===== config.mk =====
export PLATFORM = sky130hd
export DESIGN_NAME = dmem_arbiter_flat
export DESIGN_NICKNAME = d
export VERILOG_FILES = /design/src/rtl/dmem_arbiter_if.sv /design/src/rtl/dmem_arbiter.sv /design/src/flat_wrapper.sv
export SDC_FILE = /design/constraint.sdc
export NUM_CORES = 1
export LEC_CHECK = 0
export BUFFER_PORTS_ARGS = -buffer_cell sky130_fd_sc_hd__clkbuf_2
export CELL_PAD_IN_SITES_DETAIL_PLACEMENT = 0
export CELL_PAD_IN_SITES_GLOBAL_PLACEMENT = 1
export CORE_UTILIZATION = 29
export DETAILED_ROUTE_END_ITERATION = 10
export PLACE_DENSITY = 0.92
export SYNTH_ARGS = -nofsm -noshare
export SYNTH_HDL_FRONTEND = slang
export SYNTH_SLANG_ARGS = --single-unit

===== constraint.sdc =====
create_clock -name clk -period 5.8 [get_ports clk]
set_clock_uncertainty 0.2 [all_clocks]
set_input_delay 1.45 -clock clk [delete_from_list [all_inputs] [get_ports clk]]
set_output_delay 1.45 -clock clk [all_outputs]
set_load 0.1 [all_outputs]

===== src/rtl/dmem_arbiter_if.sv =====
// dmem_arbiter_if: bundles the two master ports and the memory port of the
// data-memory arbiter.
//   m0_* / m1_* : request side (req, addr, we, wdata) and response side
//                 (ack, rdata) for the CPU data port and the secondary master
//   err         : out-of-range flag, pulses with ack
//   mem_*       : single-port memory with registered read data
// Modports: slave = arbiter view, master = masters/memory (testbench) view.
interface dmem_arbiter_if #(
  parameter int ADDR_W = 32
);
  logic              m0_req;
  logic [ADDR_W-1:0] m0_addr;
  logic [3:0]        m0_we;
  logic [31:0]       m0_wdata;
  logic              m0_ack;
  logic [31:0]       m0_rdata;

  logic              m1_req;
  logic [ADDR_W-1:0] m1_addr;
  logic [3:0]        m1_we;
  logic [31:0]       m1_wdata;
  logic              m1_ack;
  logic [31:0]       m1_rdata;

  logic              err;

  logic              mem_ce;
  logic [3:0]        mem_we;
  logic [ADDR_W-1:0] mem_addr;
  logic [31:0]       mem_wdata;
  logic [31:0]       mem_rdata;

  modport slave (
    input  m0_req, m0_addr, m0_we, m0_wdata,
    output m0_ack, m0_rdata,
    input  m1_req, m1_addr, m1_we, m1_wdata,
    output m1_ack, m1_rdata,
    output err,
    output mem_ce, mem_we, mem_addr, mem_wdata,
    input  mem_rdata
  );

  modport master (
    output m0_req, m0_addr, m0_we, m0_wdata,
    input  m0_ack, m0_rdata,
    output m1_req, m1_addr, m1_we, m1_wdata,
    input  m1_ack, m1_rdata,
    input  err,
    input  mem_ce, mem_we, mem_addr, mem_wdata,
    output mem_rdata
  );
endinterface


===== src/rtl/dmem_arbiter.sv =====
// dmem_arbiter: two-master arbiter in front of a single-port data memory with
// one cycle of read latency. Every access runs IDLE/RESP -> ACCESS -> RESP.
//   clk, rst : clock, synchronous active-high reset
//   bus      : dmem_arbiter_if.slave (master 0/1 ports, err, memory port)
// PRIO_M0=1 gives master 0 priority, with master 1 forced in after MAX_WAIT
// master-0 grants; PRIO_M0=0 alternates on contention.
module dmem_arbiter #(
  parameter int          ADDR_W    = 32,
  parameter logic [31:0] MEM_BYTES = 32'h0002_0000,
  parameter int          PRIO_M0   = 1,
  parameter int          MAX_WAIT  = 4
) (
  input logic           clk,
  input logic           rst,
  dmem_arbiter_if.slave bus
);

  typedef enum logic [1:0] {IDLE, ACCESS, RESP} state_t;

  localparam logic [ADDR_W-1:0] MEM_LIM = ADDR_W'(MEM_BYTES);
  localparam logic [3:0]        MAX_W4  = 4'(MAX_WAIT);

  state_t state, state_nxt;
  logic        owner, last_grant;
  logic [3:0]  wait_cnt;
  logic        flag;   // current access is out of range
  logic        rd;     // current access is a read

  logic [1:0]              req, req_eff;
  logic [1:0][ADDR_W-1:0]  addr;
  logic [1:0][3:0]         we;
  logic [1:0][31:0]        wdata;
  logic                    win_vld, win, win_in_range;

  logic              mem_ce_q;
  logic [3:0]        mem_we_q;
  logic [ADDR_W-1:0] mem_addr_q;
  logic [31:0]       mem_wdata_q;
  logic [31:0]       rdata_v;

  assign req   = {bus.m1_req,   bus.m0_req};
  assign addr  = {bus.m1_addr,  bus.m0_addr};
  assign we    = {bus.m1_we,    bus.m0_we};
  assign wdata = {bus.m1_wdata, bus.m0_wdata};

  always_comb begin
    state_nxt = state;
    win_vld   = 1'b0;
    win       = 1'b0;
    req_eff   = req;
    // The owner being acked cannot win the overlapping arbitration, so a
    // waiting master always gets the next slot.
    if (state == RESP) req_eff[owner] = 1'b0;
    case (state)
      IDLE, RESP: begin
        win_vld = |req_eff;
        if (req_eff == 2'b11)
          win = (PRIO_M0 != 0) ? (wait_cnt >= MAX_W4) : ~last_grant;
        else
          win = req_eff[1];
        state_nxt = win_vld ? ACCESS : IDLE;
      end
      ACCESS:  state_nxt = RESP;
      default: state_nxt = IDLE;
    endcase
  end

  assign win_in_range = addr[win] < MEM_LIM;

  // Memory strobes are registered on the grant edge so they are valid for
  // exactly the ACCESS cycle; address/data hold between accesses.
  always_ff @(posedge clk) begin
    if (rst) begin
      state       <= IDLE;
      owner       <= 1'b0;
      last_grant  <= 1'b1;
      wait_cnt    <= 4'd0;
      flag        <= 1'b0;
      rd          <= 1'b0;
      mem_ce_q    <= 1'b0;
      mem_we_q    <= 4'd0;
      mem_addr_q  <= '0;
      mem_wdata_q <= 32'd0;
    end else begin
      state    <= state_nxt;
      mem_ce_q <= 1'b0;
      mem_we_q <= 4'd0;
      if (win_vld) begin
        owner      <= win;
        last_grant <= win;
        flag       <= ~win_in_range;
        rd         <= (we[win] == 4'd0);
        if (win)
          wait_cnt <= 4'd0;
        else if (req[1] && wait_cnt != 4'd15)
          wait_cnt <= wait_cnt + 4'd1;
        if (win_in_range) begin
          mem_ce_q    <= 1'b1;
          mem_we_q    <= we[win];
          mem_addr_q  <= addr[win];
          mem_wdata_q <= wdata[win];
        end
      end
    end
  end

  assign bus.mem_ce    = mem_ce_q;
  assign bus.mem_we    = mem_we_q;
  assign bus.mem_addr  = mem_addr_q;
  assign bus.mem_wdata = mem_wdata_q;

  assign rdata_v      = (rd && !flag) ? bus.mem_rdata : 32'd0;
  assign bus.m0_ack   = (state == RESP) && !owner;
  assign bus.m1_ack   = (state == RESP) &&  owner;
  assign bus.err      = (state == RESP) &&  flag;
  assign bus.m0_rdata = bus.m0_ack ? rdata_v : 32'd0;
  assign bus.m1_rdata = bus.m1_ack ? rdata_v : 32'd0;

endmodule


===== src/flat_wrapper.sv =====
// flat-port wrapper written by rule: the top's interface ports become plain ports
module dmem_arbiter_flat 
#(
  parameter int          ADDR_W    = 32,
  parameter logic [31:0] MEM_BYTES = 32'h0002_0000,
  parameter int          PRIO_M0   = 1,
  parameter int          MAX_WAIT  = 4
)
  (clk, rst, bus_m0_req, bus_m0_addr, bus_m0_we, bus_m0_wdata, bus_m0_ack, bus_m0_rdata, bus_m1_req, bus_m1_addr, bus_m1_we, bus_m1_wdata, bus_m1_ack, bus_m1_rdata, bus_err, bus_mem_ce, bus_mem_we, bus_mem_addr, bus_mem_wdata, bus_mem_rdata);
  dmem_arbiter_if #(.ADDR_W(ADDR_W)) bus_i ();
  input logic clk;
  input logic rst;
  input wire logic [$bits(bus_i.m0_req)-1:0] bus_m0_req;
  input wire logic [$bits(bus_i.m0_addr)-1:0] bus_m0_addr;
  input wire logic [$bits(bus_i.m0_we)-1:0] bus_m0_we;
  input wire logic [$bits(bus_i.m0_wdata)-1:0] bus_m0_wdata;
  output wire logic [$bits(bus_i.m0_ack)-1:0] bus_m0_ack;
  output wire logic [$bits(bus_i.m0_rdata)-1:0] bus_m0_rdata;
  input wire logic [$bits(bus_i.m1_req)-1:0] bus_m1_req;
  input wire logic [$bits(bus_i.m1_addr)-1:0] bus_m1_addr;
  input wire logic [$bits(bus_i.m1_we)-1:0] bus_m1_we;
  input wire logic [$bits(bus_i.m1_wdata)-1:0] bus_m1_wdata;
  output wire logic [$bits(bus_i.m1_ack)-1:0] bus_m1_ack;
  output wire logic [$bits(bus_i.m1_rdata)-1:0] bus_m1_rdata;
  output wire logic [$bits(bus_i.err)-1:0] bus_err;
  output wire logic [$bits(bus_i.mem_ce)-1:0] bus_mem_ce;
  output wire logic [$bits(bus_i.mem_we)-1:0] bus_mem_we;
  output wire logic [$bits(bus_i.mem_addr)-1:0] bus_mem_addr;
  output wire logic [$bits(bus_i.mem_wdata)-1:0] bus_mem_wdata;
  input wire logic [$bits(bus_i.mem_rdata)-1:0] bus_mem_rdata;
  assign bus_i.m0_req = bus_m0_req;
  assign bus_i.m0_addr = bus_m0_addr;
  assign bus_i.m0_we = bus_m0_we;
  assign bus_i.m0_wdata = bus_m0_wdata;
  assign bus_m0_ack = bus_i.m0_ack;
  assign bus_m0_rdata = bus_i.m0_rdata;
  assign bus_i.m1_req = bus_m1_req;
  assign bus_i.m1_addr = bus_m1_addr;
  assign bus_i.m1_we = bus_m1_we;
  assign bus_i.m1_wdata = bus_m1_wdata;
  assign bus_m1_ack = bus_i.m1_ack;
  assign bus_m1_rdata = bus_i.m1_rdata;
  assign bus_err = bus_i.err;
  assign bus_mem_ce = bus_i.mem_ce;
  assign bus_mem_we = bus_i.mem_we;
  assign bus_mem_addr = bus_i.mem_addr;
  assign bus_mem_wdata = bus_i.mem_wdata;
  assign bus_i.mem_rdata = bus_mem_rdata;
  dmem_arbiter #(.ADDR_W(ADDR_W), .MEM_BYTES(MEM_BYTES), .PRIO_M0(PRIO_M0), .MAX_WAIT(MAX_WAIT)) u_core (.clk(clk), .rst(rst), .bus(bus_i));
endmodule

Word-level counts from Yosys, hierarchy flattened
Index checks and enable logic that the tools add are counted.

Add/sub/neg operators: 1. $lt $le $gt $ge: 5. Equality and inequality tests: 4. Muxes and demuxes: 20. Bitwise operators: 4. Reduce and logical (&&, ||, !) cells: 17.

Operators with widths (count): $mux W32 (7); $lt A32 B18 Y1 const B (1); $mux W4 (4); $logic_and A1 B1 Y1 (6); $mux W1 (6); $reduce_or A2 Y1 (3); $add A4 B1 Y4 const B (1); $eq A2 B2 Y1 const B (2); $ge A4 B3 Y1 const B (1); $logic_not A4 Y1 (1); $lt A1 B2 Y1 const B (2); $ne A4 B4 Y1 const B (1); $pmux W2 S2 (1); $reduce_and A2 Y1 (2); $reduce_or A3 Y1 (1); $and A2 B2 Y2 (1); $eq A2 B1 Y1 const B (1); $logic_not A1 Y1 (2); $logic_not A2 Y1 (1); $mux W2 (1); $not A1 Y1 (2); $not A2 Y2 (1); $reduce_bool A2 Y1 (1); $demux W1 S1 (1); $ge A1 B1 Y1 const B (1).

Bits in registers: 78. Input bits: 172. Output and inout port bits: 136. Logic and storage cells: 60.

Longest topological paths before layout
Gate-level depths: netlist (run 1).

Depth in word-level cells: 15. Mapped depth: 7. Gate-level depth less buffers: 6.

Least setup slack after synthesis (run 1)
No wires, ideal clock.

Path kind: reg-to-output. From: register u_core.state[1]. To: output port bus_m0_rdata[22]. Data arrival time: 2599 ps. Data required time: 4150 ps. Path slack: 1551 ps. Cell stages (with the launch flop): 4. Path buffers: 1. Cell sequence: dfxtp_1 -> nor3b_4 -> clkbuf_1 -> and3_1.

Word-level cells in the longest chain between the ends: 3.

Ends and longest elaborated chain: start: declaration (line dmem_arbiter.sv:23) `state_t state, state_nxt;`; start signal: assignment (line dmem_arbiter.sv:85) `state <= state_nxt;`; $eq A2 B2 Y1 (line dmem_arbiter.sv:113) `assign bus.m0_ack = (state == RESP) && !owner;`; $logic_and A1 B1 Y1 (line dmem_arbiter.sv:113); named net bus_m0_ack (line flat_wrapper.sv:17) `output wire logic [$bits(bus_i.m0_ack)-1:0] bus_m0_ack;`; $mux W32 (line dmem_arbiter.sv:116) `assign bus.m0_rdata = bus.m0_ack ? rdata_v : 32'd0;`; end: declaration (line flat_wrapper.sv:18) `output wire logic [$bits(bus_i.m0_rdata)-1:0] bus_m0_rdata;`.

The timed path passes the listed nets, and every way through them passes these cells.

Final worst setup path (run 1)
From: register u_core.state[1]. To: output port bus_m0_rdata[9].

Word-level cells in the longest chain between the ends: 3.

Ends and longest elaborated chain (line): $eq A2 B2 Y1 (dmem_arbiter.sv:113); $logic_and A1 B1 Y1 (dmem_arbiter.sv:113); $mux W32 (dmem_arbiter.sv:116).

Every way passes these cells.

==> metrics.md, run 1 <==
| Metric | Value |
|---|---|
| PwrDens | `205 nW/um2` |
| Root Driver | `clkbuf_16` |
| Max FO, Critical Path | `35` |
| Max incr delay on CP | `0.93 ns` |
| Synthesized area | `4160 um2` |
| # fillers | `1441` |
| Primary FF master, synth | `dfxtp_1` |
| Top cells by area, synth | `dfxtp_1 (38%), and3_1 (12%), mux2_2 (11%), nand2_1 (9.1%), nor2b_1 (7.5%)` |
| Synth-to-Final Area Change | `46.0%` |
| CTS buffer count | `9` |
| Flop2flop setup slack | `2.40 ns` |
| Yosys reg bits | `78` |
| Multi-input logic area | `2410 um2` |
| First-pass GRT wire length | `20.3 mm` |
| Die area | `14800 um2` |
| Hold_buf cts | `0` |
| Clock transition at path regs | `0.06 ns` |
| Mean Syn Cell Area | `8.13 um2` |
| Worst-Margin Slew | `1.10 ns` |
| Yosys warnings | `0` |
| Final setup viols | `0` |
| Leak | `3.45 nW` |
| Total gr overflow | `0` |
| Yosys top cell area share | `0.375` |
| CP required | `4.15 ns` |
| Worst path top cell family by delay | `simple AND/OR/NAND/NOR gates` |
| Period utilisation layout | `0.703` |
| CP max stage cell | `nor3b_4` |
| Initial DRC Count | `151` |
| RSZ-0062 raised after global routing | `no` |
| Synth Net Count | `685` |
| Crit path DAT | `2.43 ns` |
| Total routed wirelength | `13.7 mm` |
| Initial antenna violation count | `1` |
| Status | `finished, final reports clean` |
| Register area | `1560 um2` |
| Global-route usage over all layers | `0.176` |
| Crit path launch type | `flip-flop` |
| DRC viols | `0` |
| GPL Wtd Cong | `0.826` |
| Max-cap viol count | `0` |
| Final hold slack | `0.279 ns` |
| Area leader, netlist | `dfxtp_1` |
| Vias | `4565` |
| Worst vdd ir | `143 uV` |
| CP Class | `reg2out` |
| Die span in y | `122 um` |
| Max Buffers Root-to-Sink | `2` |
| Antenna-violating nets left | `0` |
| Final Cell Area | `6080 um2` |
| Minimum clock period | `4.08 ns` |
| Final WS setup | `1.72 ns` |
| Number of flops mapped to enable cells by yosys | `0` |
| Pre-antenna DRT Iters | `6` |
| Routed WL per cell | `14.0 um` |
| Core footprint | `13900 um2` |
| Initial Util | `0.299` |
| Min-delay worst type | `reg2reg` |
| Ys async rst share | `0` |
| Post-Place Worst Slack | `1.87 ns` |
| Final Hold Viols | `0` |
| Largest net degree at the start of global routing | `65` |
| Clock latency at the later pin of the worst-skew pair | `0.33 ns` |
| Peak Freq | `0.245 GHz` |
| Detailed Place HPWL | `10.4 mm` |
| # resized after CTS | `0` |
| Gate Count Post-Synth | `512` |
| Commonest non-fill, non-tap cells in the layout | `clkbuf_2 (306), nand2_1 (101), and3_1 (81), dfxtp_1 (78), a21oi_1 (53)` |
| Critical path endpoint category | `primary output` |
| Chip width | `122 um` |
| PortBufs | `307` |
| Tot Pwr | `1.25 mW` |
| Most common cell after layout, fill and taps aside | `clkbuf_2` |
| # rows | `43` |
| Sink Count | `78` |
| CTS tree | `built` |
| Final Slew Violations | `0` |
| Vias per inst | `4.66` |
| CTS H-tree lvls | `3` |
| Nets | `966` |
| Layout cell share with drive strength beyond 1 | `0.472` |
| Synth cell types | `38` |
| Number of global-route vias before repair | `3979` |
| IO Pins | `308` |
| Max_slew headroom | `0.268` |
| Register area share after synthesis | `0.375` |
| Post-DP Area | `5800 um2` |
| WP buf/inv | `1` |
| CP cell instances | `nor3b_4 -> and3_1 -> clkbuf_2` |
| Total setup buffers inserted after CTS | `0` |
| Total negative slack | `0 ns` |
metrics by stage:
| stage | cells | util |
|---|---|---|
| after floorplan | 512 | - |
| after global placement | 962 | 0.416 |
| after detailed placement | 962 | 0.416 |
| after CTS | 978 | 0.436 |
| final | 979 | 0.436 |
| after global routing | 979 | 0.436 |
cells by family (layout without fill, tap and decap cells):
kind of cell | after synthesis | count (layout) | synth area share
AOI/OAI and AO/OA | 68 | 68 | 0.0956
buffers and inverters | 45 | 331 | 0.0490
and+or+nand+nor | 269 | 269 | 0.340
muxes | 51 | 51 | 0.137
DFF | 78 | 78 | 0.375
adders and majority gates | 1 | 1 | 0.00301
other | 0 | 1 | 0
report_power, final:
group | internal, mW | total, mW | switching, mW
clock network | 0.301 | 0.521 | 0.220
registers | 0.540 | 0.544 | 0.00399
logic | 0.0722 | 0.181 | 0.108
worst reg2reg max path: stages (launching register included):
cell and delay, ns:
dfxtp_1 0.40, nor3b_4 0.93, o2111a_2 0.41, nor2_4 0.08
o21ai_4 0.57, buf_12 0.32, mux2_2 0.38
cells in the mapped netlist (all sizes together), types with 3 or more instances:
cell / n
nand2: 101
and3: 81
dfxtp: 78
a21oi: 53
nor2b: 50
mux2: 49
clkbuf: 35
nor2: 13
buf: 7
nor4: 6
a22oi: 4
nor3: 4
inv: 3
nand3: 3
nand4: 3
o21ai: 3
cell type report:
class / count / share of cell area
multi-input cells: 389 / 0.397
repair buffers: 312 / 0.261
flip-flops and latches: 78 / 0.257
clock buffers: 11 / 0.0399
well taps: 180 / 0.0370
clock inverters: 5 / 0.00576
inverters: 3 / 0.00185
diodes: 1 / 0.000412
metal layers:
layer,global-route usage,up-vias,routed length (um)
li1,-,2313,-
met1,0.200,2062,5540
met2,0.320,179,7020
met3,0.0440,11,998
met4,0.0563,0,136
met5,0,-,0
state kept, by name, summed over array words and instances (netlist names):
| register | count |
|---|---|
| u_core.bus.mem_addr | 32 |
| u_core.bus.mem_ce | 1 |
| u_core.bus.mem_wdata | 32 |
| u_core.bus.mem_we | 4 |
| u_core.flag | 1 |
| u_core.owner | 1 |
| u_core.rd | 1 |
| u_core.state | 2 |
| u_core.wait_cnt | 4 |
final timing paths:
check,from,end,cells after the start
worst max-delay path,u_core.state[1],bus_m0_rdata[9],3
worst min-delay path,u_core.bus.mem_addr[18],u_core.bus.mem_addr[18],1
worst max register to register,u_core.state[1],u_core.bus.mem_wdata[15],6
worst min register to register,u_core.bus.mem_addr[18],u_core.bus.mem_addr[18],1
(Power assumes the default switching activity.)
==> run 2, diff against run 1 <==
Settings changed: CORE_UTILIZATION 29 to 27, PLACE_DENSITY 0.92 to 0.87.
Clock period 5.8 ns to 4.2 ns, I/O delays scaled along.
==> metrics.md, run 2 (synthesis gave the netlist of run 1 again) <==
| Metric | Value |
|---|---|
| Status | `finished, final reports clean` |
| Reg power frac | `0.419 (-0.018)` |
| Number of global-route vias before repair | `4166 (+4.7%)` |
| First-pass GRT wire length | `21.4 mm (+5.3%)` |
| Nets | `968 (+0.21%)` |
| # rows | `45 (+4.7%)` |
| Final Cell Area | `6120 um2 (+0.64%)` |
| Max_slew headroom | `0.372 (+0.104)` |
| CTS H-tree lvls | `3 (unchanged)` |
| WP buf/inv | `2 (+1)` |
| Cell mode on critical path | `and3_1` |
| CTS buffer count | `9 (unchanged)` |
| Initial DRC Count | `160 (+6.0%)` |
| Max Buffers Root-to-Sink | `2 (unchanged)` |
| Post-DP Area | `5820 um2 (+0.30%)` |
| Total setup buffers inserted after CTS | `0 (unchanged)` |
| Clock transition at path regs | `0.06 ns (about the same)` |
| Final setup viols | `0 (unchanged)` |
| Period utilisation layout | `0.850` |
| Chip width | `126 um (+3.6%)` |
| Int Pwr | `1.32 mW (+45%)` |
| Root Driver | `clkbuf_16` |
| CP Class | `reg2out` |
| Final Hold Viols | `0 (unchanged)` |
| Net Sw Frac | `0.261 (-0.00534)` |
| Layout cell share with drive strength beyond 1 | `0.474 (+0.00132)` |
| Max-cap viol count | `0 (unchanged)` |
| # diodes | `0 (-1)` |
| RSZ-0062 raised after global routing | `no` |
| Detailed Place HPWL | `10.6 mm (+2.2%)` |
| Initial Util | `0.275 (-0.0239)` |
| Largest net degree at the start of global routing | `69 (+6.2%)` |
| Psw | `0.468 mW (+41%)` |
| Crit path launch type | `flip-flop` |
| Vias | `4597 (+0.70%)` |
| Die area | `15900 um2 (+7.3%)` |
| Synth-to-Final Area Change | `47.0%` |
| Routed WL per cell | `14.2 um (+1.3%)` |
| Antenna-violating nets left | `0 (unchanged)` |
| Commonest non-fill, non-tap cells in the layout | `clkbuf_2 (306), nand2_1 (101), and3_1 (81), dfxtp_1 (78), a21oi_1 (53)` |
| Worst vdd ir | `169 uV (+19%)` |
| CTS tree | `built` |
| PwrDens | `293 nW/um2 (+43%)` |
| Core footprint | `15100 um2 (+8.7%)` |
| Max FO, Critical Path | `33 (-5.7%)` |
| Worst path top cell family by delay | `simple AND/OR/NAND/NOR gates` |
| CP cell instances | `inv_1 -> and3_1 -> and3_1 -> clkbuf_2` |
| Critical path endpoint category | `primary output` |
| Peak Freq | `0.280 GHz` |
| DRC viols | `0 (unchanged)` |
| CP required | `2.95 ns (-1.20 ns)` |
| Final Slew Violations | `0 (unchanged)` |
| Clk pwr share | `0.441 (+0.023)` |
| Total negative slack | `0 ns (unchanged)` |
| Clock latency at the later pin of the worst-skew pair | `0.33 ns (about the same)` |
| Minimum clock period | `3.57 ns` |
| Worst-Margin Slew | `0.940 ns (-0.157 ns)` |
| IO Pins | `308 (unchanged)` |
| Total gr overflow | `0 (unchanged)` |
| Leak | `3.46 nW (+0.31%)` |
| Crit path DAT | `2.32 ns (-0.11 ns)` |
| Pre-antenna DRT Iters | `4 (-2)` |
| # resized after CTS | `0 (unchanged)` |
| Global-route usage over all layers | `0.171 (-0.00494)` |
| GPL Wtd Cong | `0.755 (-8.6%)` |
| PortBufs | `307 (unchanged)` |
| Vias per inst | `4.65 (-0.22%)` |
| Combinational power share | `0.140 (-0.005)` |
| Sink Count | `78 (unchanged)` |
| Hold_buf cts | `0 (unchanged)` |
| Min-delay worst type | `reg2reg` |
| Most common cell after layout, fill and taps aside | `clkbuf_2` |
| Total routed wirelength | `14.0 mm (+2.3%)` |
| Die span in y | `126 um (+3.6%)` |
| CP max stage cell | `and3_1` |
| Initial antenna violation count | `0 (-1)` |
| Max incr delay on CP | `0.76 ns (-0.17 ns)` |
[run 2: cell type report]
class	count	area [um2]
fill	1624	9030
multi-input combinational	389	2420
timing repair buffer	314	1590
sequential	78	1560
clock buffer	11	243
tap	188	235
clock inverter	5	58.8
inverter	3	11.3
[run 2: metrics by stage]
stage | hold WS [ns] | setup slack, ns | instances | power [mW] | utilization
6_report | 0.279 | 0.629 | 988 | 1.79 | 0.404
2_1_floorplan | 0.263 | 0.351 | 512 | 0.901 | -
5_1_grt | 0.296 | 0.451 | 988 | 1.88 | 0.404
3_5_place_dp | 0.267 | 0.812 | 972 | 1.02 | 0.384
3_3_place_gp | 0.267 | 0.835 | 972 | 1.02 | 0.384
4_1_cts | 0.282 | 0.608 | 988 | 1.83 | 0.404
[run 2: worst register-to-register path, stage by stage (launching register included)]
cell	delay (ns)
dfxtp_1	0.40
nor3b_4	0.38
buf_4	0.32
o2111ai_4	0.16
buf_4	0.34
a211oi_1	0.65
nand3b_1	0.14
a211oi_1	0.24
[run 2: power groups by stage]
stage	logic [mW]	registers, mW	clock network (mW)
floorplan	0.135	0.766	0
global placement	0.252	0.767	0
detailed placement	0.252	0.767	0
CTS	0.253	0.751	0.821
global route	0.279	0.751	0.848
finish	0.251	0.751	0.789
[run 2: final timing paths]
path / from / endpoint / slack, ns / cells after the start
max: u_core.state[0] / bus_m1_rdata[31] / 0.63 / 4
min: u_core.bus.mem_addr[30] / u_core.bus.mem_addr[30] / 0.28 / 1
max reg2reg: u_core.state[1] / u_core.wait_cnt[2] / 1.28 / 7
min reg2reg: u_core.bus.mem_addr[30] / u_core.bus.mem_addr[30] / 0.28 / 1
[run 2: per-layer routing]
metal | up-vias | routed length (um) | global-route usage
met5 | - | 0 | 0
li1 | 2316 | - | -
met2 | 185 | 7060 | 0.307
met1 | 2082 | 5740 | 0.192
met3 | 14 | 970 | 0.0442
met4 | 0 | 232 | 0.0723
